**src/rtl/pipe_skid_register.sv**
```systemverilog
// rtl/pipe_skid_register.sv - elastic valid/ready pipeline register with optional 2-entry skid buffer and flush
module pipe_skid_register #(
  parameter int                DATA_W     = 96,
  parameter logic [DATA_W-1:0] BUBBLE_VAL = {DATA_W{1'b0}},
  parameter int                SKID_EN    = 1
) (
  input  logic              clk,
  input  logic              rst_n,
  input  logic              flush,
  input  logic              in_valid,
  output logic              in_ready,
  input  logic [DATA_W-1:0] in_data,
  output logic              out_valid,
  input  logic              out_ready,
  output logic [DATA_W-1:0] out_data,
  output logic [1:0]        occupancy
);

  // Encoding doubles as the occupancy count.
  typedef enum logic [1:0] {
    ST_EMPTY = 2'd0,
    ST_HALF  = 2'd1,
    ST_FULL  = 2'd2
  } state_t;

  state_t            state_q, state_d;
  logic [DATA_W-1:0] out_q, out_d;
  logic [DATA_W-1:0] skid_q, skid_d;
  logic              in_fire, out_fire;

  assign out_valid = (state_q != ST_EMPTY);
  assign out_data  = out_q;
  assign in_fire   = in_valid & in_ready;
  assign out_fire  = out_valid & out_ready;

  // Without a skid entry the upper occupancy bit can never be set.
  assign occupancy = (SKID_EN != 0) ? state_q : {1'b0, state_q[0]};

  // State, output entry and skid entry registers; out_q holds BUBBLE_VAL whenever empty.
  always_ff @(posedge clk or negedge rst_n) begin
    if (!rst_n) begin
      state_q <= ST_EMPTY;
      out_q   <= BUBBLE_VAL;
      skid_q  <= '0;
    end else begin
      state_q <= state_d;
      out_q   <= out_d;
      skid_q  <= skid_d;
    end
  end

  // Next-state and next-data: flush wins, otherwise advance on the handshake terms.
  always_comb begin
    state_d = state_q;
    out_d   = out_q;
    skid_d  = skid_q;
    if (flush) begin
      state_d = ST_EMPTY;
      out_d   = BUBBLE_VAL;
      skid_d  = '0;
    end else begin
      case (state_q)
        ST_EMPTY: begin
          if (in_fire) begin
            out_d   = in_data;
            state_d = ST_HALF;
          end
        end
        ST_HALF: begin
          if (in_fire && out_fire) begin
            out_d = in_data;
          end else if (in_fire) begin
            // Only reachable with a skid entry: single-entry in_ready implies out_fire here.
            if (SKID_EN != 0) begin
              skid_d  = in_data;
              state_d = ST_FULL;
            end
          end else if (out_fire) begin
            out_d   = BUBBLE_VAL;
            state_d = ST_EMPTY;
          end
        end
        ST_FULL: begin
          if (out_fire) begin
            out_d   = skid_q;
            skid_d  = '0;
            state_d = ST_HALF;
          end
        end
        default: begin
          state_d = ST_EMPTY;
          out_d   = BUBBLE_VAL;
          skid_d  = '0;
        end
      endcase
    end
  end

  generate
    if (SKID_EN != 0) begin : g_skid
      logic in_ready_q;

      // Registered ready: drops only when the next state is FULL, cutting the out_ready path.
      always_ff @(posedge clk or negedge rst_n) begin
        if (!rst_n) begin
          in_ready_q <= 1'b1;
        end else begin
          in_ready_q <= (state_d != ST_FULL);
        end
      end

      assign in_ready = in_ready_q;
    end else begin : g_noskid
      assign in_ready = ~out_valid | out_ready;
    end
  endgenerate

endmodule

```
**config.mk**
```make
export PLATFORM = sky130hd
export DESIGN_NAME = pipe_skid_register
export DESIGN_NICKNAME = d
export VERILOG_FILES = /design/src/rtl/pipe_skid_register.sv
export SDC_FILE = /design/constraint.sdc
export NUM_CORES = 1
export LEC_CHECK = 0
export CAP_MARGIN = 15
export CORE_ASPECT_RATIO = 1.2
export CORE_UTILIZATION = 55
export DETAILED_ROUTE_END_ITERATION = 7
export DONT_BUFFER_PORTS = 1
export PLACE_DENSITY = 0.8
export SYNTH_ARGS = -nofsm -noshare
export SYNTH_HDL_FRONTEND = slang
export SYNTH_SLANG_ARGS = --single-unit
```
**constraint.sdc**
```tcl
create_clock -name clk -period 1.87 [get_ports clk]
set_input_delay 0.2805 -clock clk [delete_from_list [all_inputs] [get_ports clk]]
set_output_delay 0.2805 -clock clk [all_outputs]
set_load 0.05 [all_outputs]
```
Yosys cells after proc, flatten, opt, wreduce, memory -nomap -nowiden
Cells that the tools add are included.
{"block": "totals", "romBits": 0, "output_inout_bits": 100, "ram_bits": 0, "elab_cells": 38, "mem_count": 0, "latchBits": 0, "input_bits": 101, "regBits": 195}
{"block": "op_classes", "order_cmp": 0, "shifts": 0, "eq_ne": 10, "n_bitwise": 2, "n_reduce_logical": 5, "n_div": 0, "mul": 0, "n_addsub": 0, "muxes": 17}
{"operator": "$mux W96", "count": 8}
{"operator": "$pmux W96 S3", "count": 2}
{"operator": "$mux W2", "count": 6}
{"operator": "$ne A3 B3 Y1 const B", "count": 4}
{"operator": "$ne A4 B4 Y1 const B", "count": 2}
{"operator": "$reduce_and A4 Y1", "count": 2}
{"operator": "$pmux W2 S3", "count": 1}
{"operator": "$ne A2 B2 Y1 const B", "count": 2}
{"operator": "$and A1 B1 Y1", "count": 2}
{"operator": "$eq A2 B1 Y1 const B", "count": 1}
{"operator": "$eq A2 B2 Y1 const B", "count": 1}
{"operator": "$logic_not A2 Y1", "count": 1}
{"operator": "$reduce_bool A2 Y1", "count": 1}
{"operator": "$logic_and A1 B1 Y1", "count": 1}

Logic depth before layout (Yosys ltp)
Gate-level depths: netlist of run 1.
{"block": "logic_depth", "depth_word": 8, "depth_mapped": 8, "depth_no_buf": 4}

Least setup slack after synthesis of run 1
Ideal clock, no wire load.
{"block": "synth_timing", "kind": "flip-flop to output port", "start": "reg state_q[0] (netlist: occupancy[0])", "end": "out out_valid", "path_buffers": 3, "t_arrival_ps": 1728, "t_required_ps": 1590, "path_slack_ps": -138, "path_stages_with_launch": 5, "path_cell_list": "dfrtp_1 > buf_2 > buf_2 > buf_1 > or2_2"}
{"block": "synth_via", "elab_chain_cells": 1}
{"element": "from (decl)", "line_no": "26", "text": "state_t state_q, state_d;"}
{"element": "from (signal assigned)", "line_no": "46", "text": "state_q <= state_d;"}
{"element": "$reduce_bool A2 Y1", "line_no": "31", "text": "assign out_valid = (state_q != ST_EMPTY);"}
{"element": "to (decl)", "line_no": "13", "text": "output logic out_valid,"}
No other way between the ends.

Final worst setup path of run 1
Same ends and word-level chain as after synthesis.

==> results.py, run 1 <==
metrics = {
    "clock_tree": {
        "cts_made_buffers": 17,
        "htree_levels": 4,
        "clk_pin_slew_ps": 70,
        "cts.sinks": 195,
        "clock_path_buffers": 2,
        "cts_tree": "done",
        "clk-insertion-delay-late_ps": 440,
        "root_buffer": "clkbuf_16",
    },
    "global_route": {
        "grt_usage": 0.2842,
        "top_usage_layer": "met2",
        "antenna_found_initial": 0,
        "grt_pass1_vias": 7885,
        "grt_pass1_wl_um": 40260,
        "grt_max_degree": 196,
        "grt_overflow": 0,
        "use_met2": 0.4631,
        "grt_use_met1": 0.3536,
        "met3_usage": 0.07253,
    },
    "timing": {
        "final_max_slew_viol_count": 0,
        "finalSetupViolCount": 0,
        "timing.final.crit_period_ps": 1817,
        "worst_slew_pin_slew_ps": 551.9,
        "hold_viol_final": 195,
        "fmax_mhz": 550.3,
        "rsz0062_at_grt": "yes",
        "slew_headroom": 0.6321,
        "postLayoutSetupSlackWorst_ps": 52.70,
        "hold_ws_ps": -461.3,
        "period_share": 0.9718,
        "finClkSkew_ps": 15.53,
    },
    "hold_path": {
        "hold_class": "input pin to asynchronous set/reset pin",
    },
    "place": {
        "place_inst": 1061,
        "port_buffers": 0,
        "post-place-ws_ps": 33.98,
        "gp_congestion": 0.7510,
        "hpwl_um": 13710,
        "placed_cell_area_um2": 9938,
    },
    "status": {
        "violations": "hold timing",
        "status": "complete, but fails checks",
    },
    "finish": {
        "stdcell_area_um2": 11530,
        "ff_latch_area_um2": 4888,
        "fin_cells": 1189,
        "n_fill_cell": 1287,
        "multiInputGateArea_um2": 4441,
        "synthToLayoutAreaGrowth_pct": 18.34,
        "drive_gt1_frac": 0.1017,
        "nets": 1061,
        "diodes": 0,
    },
    "setup_path": {
        "arrival_ps": 1540,
        "path_class": "register to primary output",
        "end_kind": "primary output",
        "cp_data_required_time_ps": 1590,
        "crit_fanout": 18,
        "cp-start-kind": "register",
    },
    "routing": {
        "dr.pass1.iters": 5,
        "detail-route-antenna-nets": 0,
        "vias_per_cell": 6.510,
        "drc": 0,
        "dr.first_iter.drc_count": 519,
        "wl_um": 26220,
        "drt-wirelength-per-cell_um": 22.05,
        "vias": 7740,
    },
    "power": {
        "power.leakage_nw": 4.625,
        "powerDensity_nw_per_um2": 896.1,
        "vdd_drop_max_mv": 0.5875,
    },
    "floorplan": {
        "die_h_um": 147.8,
        "ios": 201,
        "core_um2": 17110,
        "die_w_um": 123.5,
        "fp-row-count": 52,
        "die_area_um2": 18250,
        "start_util": 0.5692,
    },
    "yosys": {
        "avgSynthCellArea_um2": 10.65,
        "yosysWarnings": 0,
        "syn_inst": 915,
        "yosys-top-cells-area": "dfrtp_1 (50%), mux2i_1 (7.7%), a22o_1 (6.7%)",
        "synth-seq-cells": 195,
        "syn-cell-area_um2": 9741,
        "ys_seq_area_frac": 0.5011,
        "syn_nets": 1016,
        "yosys.area.top_type": "dfrtp_1",
        "yosys.cell_types.count": 31,
        "yosysTopAreaCellShare": 0.4984,
    },
    "flow_run": {
        "maxCapViolations": 0,
    },
}
[worst max-delay path: stages (launching register included)]
cell and delay [ps]:
dfrtp_4 530, buf_4 240, or2_4 330
[layout make-up]
class,count,share of cell area
sequential,195,0.4241
multi-input combinational,623,0.3852
timing repair buffer,122,0.1145
clock buffer,22,0.04201
tap,216,0.02345
clock inverter,10,0.01042
inverter,1,0.0003256
[stage by stage]
stage / utilization / total power, W / TNS [ps]
floorplan: - / 0.006161 / 0
global placement: 0.5808 / 0.006386 / 0
detailed placement: 0.5808 / 0.006425 / 0
CTS: 0.6683 / 0.01032 / 0
global route: 0.6737 / 0.01068 / -0.06195
finish: 0.6737 / 0.01033 / 0
[power by group]
| part | switching, W | total (W) | internal (W) |
|---|---|---|---|
| clock | 0.00163 | 0.00376 | 0.00213 |
| combinational | 0.000658 | 0.00123 | 0.000573 |
| sequential | 0.000900 | 0.00534 | 0.00444 |
| total | 0.00319 | 0.0103 | 0.00714 |
[per-layer routing]
layer  routed length, um  share of wire  up-vias
li1                    -              -     3482
met5                   0              0        -
met1               10810           0.41     3881
met2               12920           0.49      314
met4                 826          0.032        0
met3                1662          0.063       63
[repair_timing]
item / 4_1_cts / 5_1_grt
endpoints found under the hold margin: 284 / 196
resized for setup: 1 / 11
buffers inserted: 0 / 4
cloned: 0 / 2
hold buffers: 89 / 1
endpoints found under the setup margin: 1 / 80
pin swaps: 0 / 1
[cell usage in the layout (no fill, tap or decap), types with 3 or more instances in the layout]
cell	n
o21ai_0	111
clkbuf_8	4
nand2b_1	99
buf_4	18
a22oi_1	21
mux2_2	21
o2bb2ai_1	75
dfrtp_1	192
nand2_1	22
dlygate4sd3_1	90
a22o_1	75
nand3_1	97
mux2i_1	75
inv_6	3
buf_12	11
o21ai_1	6
clkbuf_16	18
[synth_stat cells]
library cell  number
o22a_1             2
or2_2              2
a21boi_0           1
a211o_1            2
or4b_4             1
o2bb2ai_1         75
a22o_1            75
mux2_2            21
a211oi_2           1
o21ai_0          115
a211oi_1           1
buf_1              6
o21ai_4            1
nor2b_1            1
and3b_1            2
a22oi_1           21
nand3_1           97
buf_2             38
dfstp_2            1
o21a_1             1
nand2_1           23
o21ai_1            2
buf_6              1
nor2_1             4
mux2i_1           75
dfrtp_1          194
buf_4             13
nor3_1             1
inv_1              1
nand2b_1          99
clkbuf_1          38
[kinds of logic (layout without fill, tap and decap cells)]
logic type	after synthesis	in the layout	share of synthesized area
compound gates	297	297	0.2200
buf+inv	97	155	0.04804
simple gates	230	230	0.1295
flops	195	195	0.5011
mux	96	96	0.1013
[registers in the layout, indices dropped and copies added, names as in the netlist]
name,flops
skid_q,96
in_ready,1
out_data,96
occupancy,2
[final timing paths]
kind	depth (start not counted)	slack, ps	startpoint	to
min in group clk	2	10	in_data[13]	skid_q[13]$_DFFE_PN0P_
worst max register to register	4	70	occupancy[0]$_DFF_PN0_	out_data[55]$_DFFE_PN0P_
max in group asynchronous	0	2080	rst_n	in_ready$_DFF_PN1_
worst min register to register	2	540	skid_q[59]$_DFFE_PN0P_	skid_q[59]$_DFFE_PN0P_
worst max-delay path	2	50	occupancy[0]$_DFF_PN0_	out_valid
worst min-delay path	0	-460	rst_n	out_data[17]$_DFFE_PN0P_
No activity file was read; power rests on OpenSTA's default activity.
==> run 2, diff against run 1 <==
- CORE_UTILIZATION: 55 -> 50
- PLACE_DENSITY: 0.8 -> not set
- SKIP_LAST_GASP: not set -> 1
==> run 2 against run 1 <==
- largest cell class unchanged
- first-iteration DRC count up 7.7%
- non-clock buffer count fell by 10
- sequential power about the same
- critical path depth increased by 3
- cell area shrank 0.66%
- total power fell by 2.3%
- highest routed layer unchanged
- sequential cell count is the same
- utilization decreased by 7.1 points
- via count fell by 2.9%
- setup slack improved by 27 ps
- global-route usage decreased by 1.6 points
- maximum frequency rose by 1.5%
- the run still ends with hold timing left
==> results.py, run 2 (same netlist as run 1, synthesis figures left out) <==
metrics = {
    "routing": {
        "dr.pass1.iters": 4,
        "drc": 0,
        "vias": 7514,
        "wl_um": 25810,
        "detail-route-antenna-nets": 0,
        "dr.first_iter.drc_count": 559,
        "vias_per_cell": 6.164,
        "drt-wirelength-per-cell_um": 21.18,
    },
    "place": {
        "placed_cell_area_um2": 10050,
        "port_buffers": 0,
        "gp_congestion": 0.7793,
        "hpwl_um": 14730,
    },
    "status": {
        "violations": "hold timing",
        "status": "complete, but fails checks",
    },
    "timing": {
        "timing.final.crit_period_ps": 1790,
        "worst_slew_pin_slew_ps": 559.4,
        "finClkSkew_ps": 9.527,
        "final_max_slew_viol_count": 0,
        "slew_headroom": 0.6270,
        "finalSetupViolCount": 0,
        "period_share": 0.9572,
        "hold_viol_final": 195,
        "hold_ws_ps": -453.0,
        "fmax_mhz": 558.7,
        "rsz0062_at_grt": "yes",
    },
    "finish": {
        "drive_gt1_frac": 0.09865,
        "ff_latch_area_um2": 4888,
        "final_cell_mix": "dfrtp_1 (192), o21ai_0 (115), nand2b_1 (99)",
        "stdcell_area_um2": 11450,
        "n_fill_cell": 1608,
        "synthToLayoutAreaGrowth_pct": 17.56,
        "nets": 1051,
        "fin_util": 0.6029,
        "multiInputGateArea_um2": 4433,
        "diodes": 0,
        "final_common_cell": "dfrtp_1",
    },
    "global_route": {
        "grt_usage": 0.2685,
        "use_met2": 0.4427,
        "grt_pass1_vias": 8014,
        "grt_use_met1": 0.3371,
        "grt_max_degree": 196,
        "top_usage_layer": "met2",
        "grt_overflow": 0,
        "grt_pass1_wl_um": 41950,
        "antenna_found_initial": 0,
        "met3_usage": 0.07634,
    },
    "clock_tree": {
        "ctsHoldBuffers": 81,
        "htree_levels": 4,
        "clk-insertion-delay-late_ps": 430,
        "cts_made_buffers": 17,
        "clk_pin_slew_ps": 70,
        "root_buffer": "clkbuf_16",
        "cts.sinks": 195,
        "cts_tree": "done",
        "clock_path_buffers": 2,
    },
    "setup_path": {
        "cpMaxStageDelayCell": "dfrtp_4",
        "rr_endpoint": "out_data[19]$_DFFE_PN0P_",
        "end_kind": "register",
        "crit_family": "compound AO/OA/AOI/OAI gates",
        "crit_fanout": 39,
        "cp_data_required_time_ps": 2240,
        "rr_startpoint": "occupancy[0]$_DFF_PN0_",
        "arrival_ps": 2160,
        "cp-start-kind": "register",
        "reg2reg_depth": 5,
        "path_class": "register to register",
        "r2r_slack_ps": 80,
        "cp_slowest_stage_delay_ps": 530,
        "worstPathBufferInverterCount": 1,
        "crit_chain": "and3b_1 > a211oi_1 > a211oi_4 > buf_12 > a22o_1",
    },
    "power": {
        "swShare": 0.3103,
        "switchingPower_w": 0.003132,
        "power.leakage_nw": 4.568,
        "vdd_drop_max_mv": 0.6041,
        "p_clk_frac": 0.353,
        "pwr-share-comb": 0.119,
        "p_seq_frac": 0.528,
        "p_total_w": 0.01009,
        "intPower_w": 0.006960,
        "powerDensity_nw_per_um2": 881.3,
    },
    "floorplan": {
        "die_h_um": 154.9,
        "ios": 201,
        "core_um2": 18990,
        "die_area_um2": 20050,
        "start_util": 0.5128,
        "fp-row-count": 55,
        "die_w_um": 129.4,
    },
    "hold_path": {
        "hold_class": "input pin to asynchronous set/reset pin",
    },
    "flow_run": {
        "maxCapViolations": 0,
    },
}
==> run 2: changes by cell type in the layout (fill, tap and decap cells not counted), moves of 3 or more <==
| cell | change |
|---|---|
| buf_4 | -3 |
| buf_12 | +4 |
| dlygate4sd3_1 | -9 |
| o21ai_0 | +4 |
| o21ai_1 | -4 |
==> run 2: routing by layer <==
metal	share of wire	wire length, um	up-vias
met1	0.43	11080	3837
li1	-	-	3434
met2	0.48	12470	210
met3	0.067	1742	33
met4	0.020	521	0
met5	0	0	-
==> run 2: worst max path at each step <==
stage / start / end / slack, ps / depth (start not counted)
2_1_floorplan: occupancy[1]$_DFF_PN0_ / out_data[24]$_DFFE_PN0P_ / 40 / 6
3_3_place_gp: occupancy[0]$_DFF_PN0_ / out_data[82]$_DFFE_PN0P_ / 120 / 5
3_5_place_dp: occupancy[0]$_DFF_PN0_ / out_data[19]$_DFFE_PN0P_ / 80 / 5
4_1_cts: occupancy[0]$_DFF_PN0_ / out_valid / 50 / 2
5_1_grt: occupancy[0]$_DFF_PN0_ / out_data[91]$_DFFE_PN0P_ / -2 / 5
6_report: occupancy[0]$_DFF_PN0_ / out_data[19]$_DFFE_PN0P_ / 80 / 5
==> run 2: cell type report <==
| class | instances | area share |
|---|---|---|
| well taps | 256 | 0.02797 |
| repair buffers | 112 | 0.1078 |
| clock inverters | 10 | 0.008413 |
| inverters | 1 | 0.0003278 |
| flip-flops and latches | 195 | 0.4269 |
| clock buffers | 22 | 0.04141 |
| multi-input cells | 623 | 0.3871 |
==> run 2: timing repair <==
| action | in CTS | in global routing |
|---|---|---|
| endpoints found under the hold margin | 276 | 195 |
| resized for setup | 1 | 1 |
| setup endpoints to repair | 1 | 1 |
| buffers inserted | 2 | 0 |
| cloned | 0 | 0 |
==> run 2: metrics by stage <==
| stage | setup WS [ps] | hold slack [ps] | TNS (ps) | std cells |
|---|---|---|---|---|
| global placement | 123.0 | -10.27 | 0 | 1104 |
| detailed placement | 83.46 | -9.087 | 0 | 1104 |
| floorplan | 35.72 | -15.09 | 0 | 915 |
| CTS | 53.22 | -472.6 | 0 | 1219 |
| finish | 79.97 | -453.0 | 0 | 1219 |
| global route | -2.400 | -487.2 | -2.400 | 1219 |
==> run 2: power groups by stage <==
stage / combinational (W) / clock [W] / sequential (W)
floorplan: 0.000813 / 0 / 0.00535
global placement: 0.00100 / 0 / 0.00541
detailed placement: 0.00104 / 0 / 0.00541
CTS: 0.00119 / 0.00365 / 0.00533
global route: 0.00131 / 0.00385 / 0.00536
finish: 0.00120 / 0.00356 / 0.00533
==> run 3, diff against run 2 <==
- REMOVE_ABC_BUFFERS: not set -> 1
==> run 3 against run 2 <==
- the flow still finishes with violations (hold timing)
- critical path depth fell by 3
- clock skew fell by 2.6 ps
- cell count is 0.16% lower
- first-iteration DRC count shrank 21%
- setup slack lost 34 ps
- global-route usage rose by 0.88 points
- maximum frequency down 1.9%
- critical path type is now register to primary output
- largest power group unchanged
==> results.py, run 3 (same netlist as run 1, synthesis figures left out) <==
metrics = {
    "status": {
        "status": "complete, but fails checks",
        "violations": "hold timing",
    },
    "setup_path": {
        "critPathLaunch": "occupancy[1]$_DFF_PN0_",
        "crit_family": "flip-flops",
        "rr_startpoint": "occupancy[0]$_DFF_PN0_",
        "arrival_ps": 1540,
        "crit_fanout": 14,
        "crit_chain": "buf_16 > or2_4",
        "r2r_slack_ps": 60,
        "end_kind": "primary output",
        "cp_data_required_time_ps": 1590,
        "worstPathBufferInverterCount": 1,
        "cpMaxStageDelayCell": "dfrtp_4",
        "path_class": "register to primary output",
        "cp_slowest_stage_delay_ps": 550,
        "cp-start-kind": "register",
    },
    "clock_tree": {
        "clock_path_buffers": 2,
        "cts.sinks": 195,
        "ctsHoldBuffers": 80,
        "clk-insertion-delay-late_ps": 430,
        "clk_pin_slew_ps": 70,
        "root_buffer": "clkbuf_16",
        "htree_levels": 4,
        "cts_made_buffers": 17,
        "cts_tree": "done",
    },
    "routing": {
        "wl_um": 26810,
        "detail-route-antenna-nets": 0,
        "vias": 7589,
        "drt-wirelength-per-cell_um": 22.03,
        "dr.first_iter.drc_count": 443,
        "dr.pass1.iters": 5,
        "vias_per_cell": 6.236,
        "drc": 0,
    },
    "timing": {
        "fmax_mhz": 548.3,
        "rsz0062_at_grt": "no",
        "finalSetupViolCount": 0,
        "hold_ws_ps": -461.3,
        "worst_slew_pin_slew_ps": 557.8,
        "hold_viol_final": 194,
        "period_share": 0.9753,
        "finClkSkew_ps": 6.885,
        "final_max_slew_viol_count": 0,
        "timing.final.crit_period_ps": 1824,
        "slew_headroom": 0.6281,
    },
    "global_route": {
        "antenna_found_initial": 0,
        "grt_usage": 0.2773,
        "grt_pass1_vias": 7984,
        "grt_overflow": 0,
        "grt_max_degree": 196,
        "grt_pass1_wl_um": 43380,
    },
    "finish": {
        "diodes": 0,
        "synthToLayoutAreaGrowth_pct": 18.82,
        "fin_cells": 1217,
        "drive_gt1_frac": 0.09781,
        "final_cell_mix": "dfrtp_1 (192), o21ai_0 (115), nand2b_1 (99)",
        "final_common_cell": "dfrtp_1",
        "stdcell_area_um2": 11570,
        "fin_util": 0.6094,
        "nets": 1050,
    },
    "power": {
        "pwr-share-comb": 0.117,
        "power.leakage_nw": 4.619,
        "p_seq_frac": 0.507,
        "p_clk_frac": 0.376,
        "switchingPower_w": 0.003175,
        "swShare": 0.3019,
        "intPower_w": 0.007342,
        "p_total_w": 0.01052,
        "vdd_drop_max_mv": 0.6012,
        "powerDensity_nw_per_um2": 908.7,
    },
    "flow_run": {
        "maxCapViolations": 0,
    },
    "place": {
        "placed_cell_area_um2": 10040,
        "port_buffers": 0,
        "place_inst": 1102,
        "gp_congestion": 0.7809,
        "hpwl_um": 14960,
    },
    "floorplan": {
        "fp-row-count": 55,
        "die_w_um": 129.4,
        "die_h_um": 154.9,
        "start_util": 0.5128,
        "die_area_um2": 20050,
        "core_um2": 18990,
        "ios": 201,
    },
    "hold_path": {
        "hold_class": "input pin to asynchronous set/reset pin",
    },
}
==> run 3: cell count changes in the layout (fill, tap and decap cells not counted), sizes merged <==
cell / previous run / this run
bufinv: 1 / 4
buf: 31 / 29
bufbuf: 0 / 2
clkbuf: 22 / 20
clkinv: 5 / 4
dlygate4sd3: 81 / 80
inv: 4 / 3
==> run 3: power groups by stage <==
stage | registers [W] | clock network [W] | logic (W)
global placement | 0.00540 | 0 | 0.00102
floorplan | 0.00540 | 0 | 0.000681
CTS | 0.00533 | 0.00403 | 0.00122
detailed placement | 0.00541 | 0 | 0.00106
global route | 0.00536 | 0.00418 | 0.00133
finish | 0.00533 | 0.00396 | 0.00123
==> run 3: layout make-up <==
cell class	instances	area, um^2
Clock buffer	20	456.7
Clock inverter	11	175.2
Fill cell	1572	7420
Inverter	1	3.754
Multi-Input combinational cell	623	4431
Sequential cell	195	4888
Tap cell	256	320.3
Timing Repair Buffer	111	1299
==> run 3: metrics by stage <==
stage,setup slack [ps],setup TNS (ps)
2_1_floorplan,-5013,-897990
3_3_place_gp,103.4,0
5_1_grt,0.04530,0
6_report,46.16,0
3_5_place_dp,32.76,0
4_1_cts,6.818,0
==> run 3: final timing paths <==
path                                            end  depth (start not counted)
max in group asynchronous    occupancy[1]$_DFF_PN0_                          0
setup / recovery                          out_valid                          2
hold / removal             out_data[18]$_DFFE_PN0P_                          0
hold reg to reg              skid_q[93]$_DFFE_PN0P_                          2
setup reg to reg           out_data[17]$_DFFE_PN0P_                          4
min in group clk             skid_q[23]$_DFFE_PN0P_                          2
==> run 3: repair_timing <==
item	4_1_cts	5_1_grt
endpoints found under the setup margin	1	59
resized for setup	2	2
gates cloned	2	0
buffers inserted	0	2
endpoints found under the hold margin	275	195
==> run 3: metal layers <==
| metal | vias up | wire (um) | global-route usage | part of all wire |
|---|---|---|---|---|
| met2 | 247 | 13300 | 0.4488 | 0.50 |
| met1 | 3868 | 11130 | 0.3611 | 0.42 |
| met4 | 0 | 521 | 0.09524 | 0.019 |
| met3 | 38 | 1855 | 0.07050 | 0.069 |
| li1 | 3436 | - | - | - |
| met5 | - | 0 | 0 | 0 |
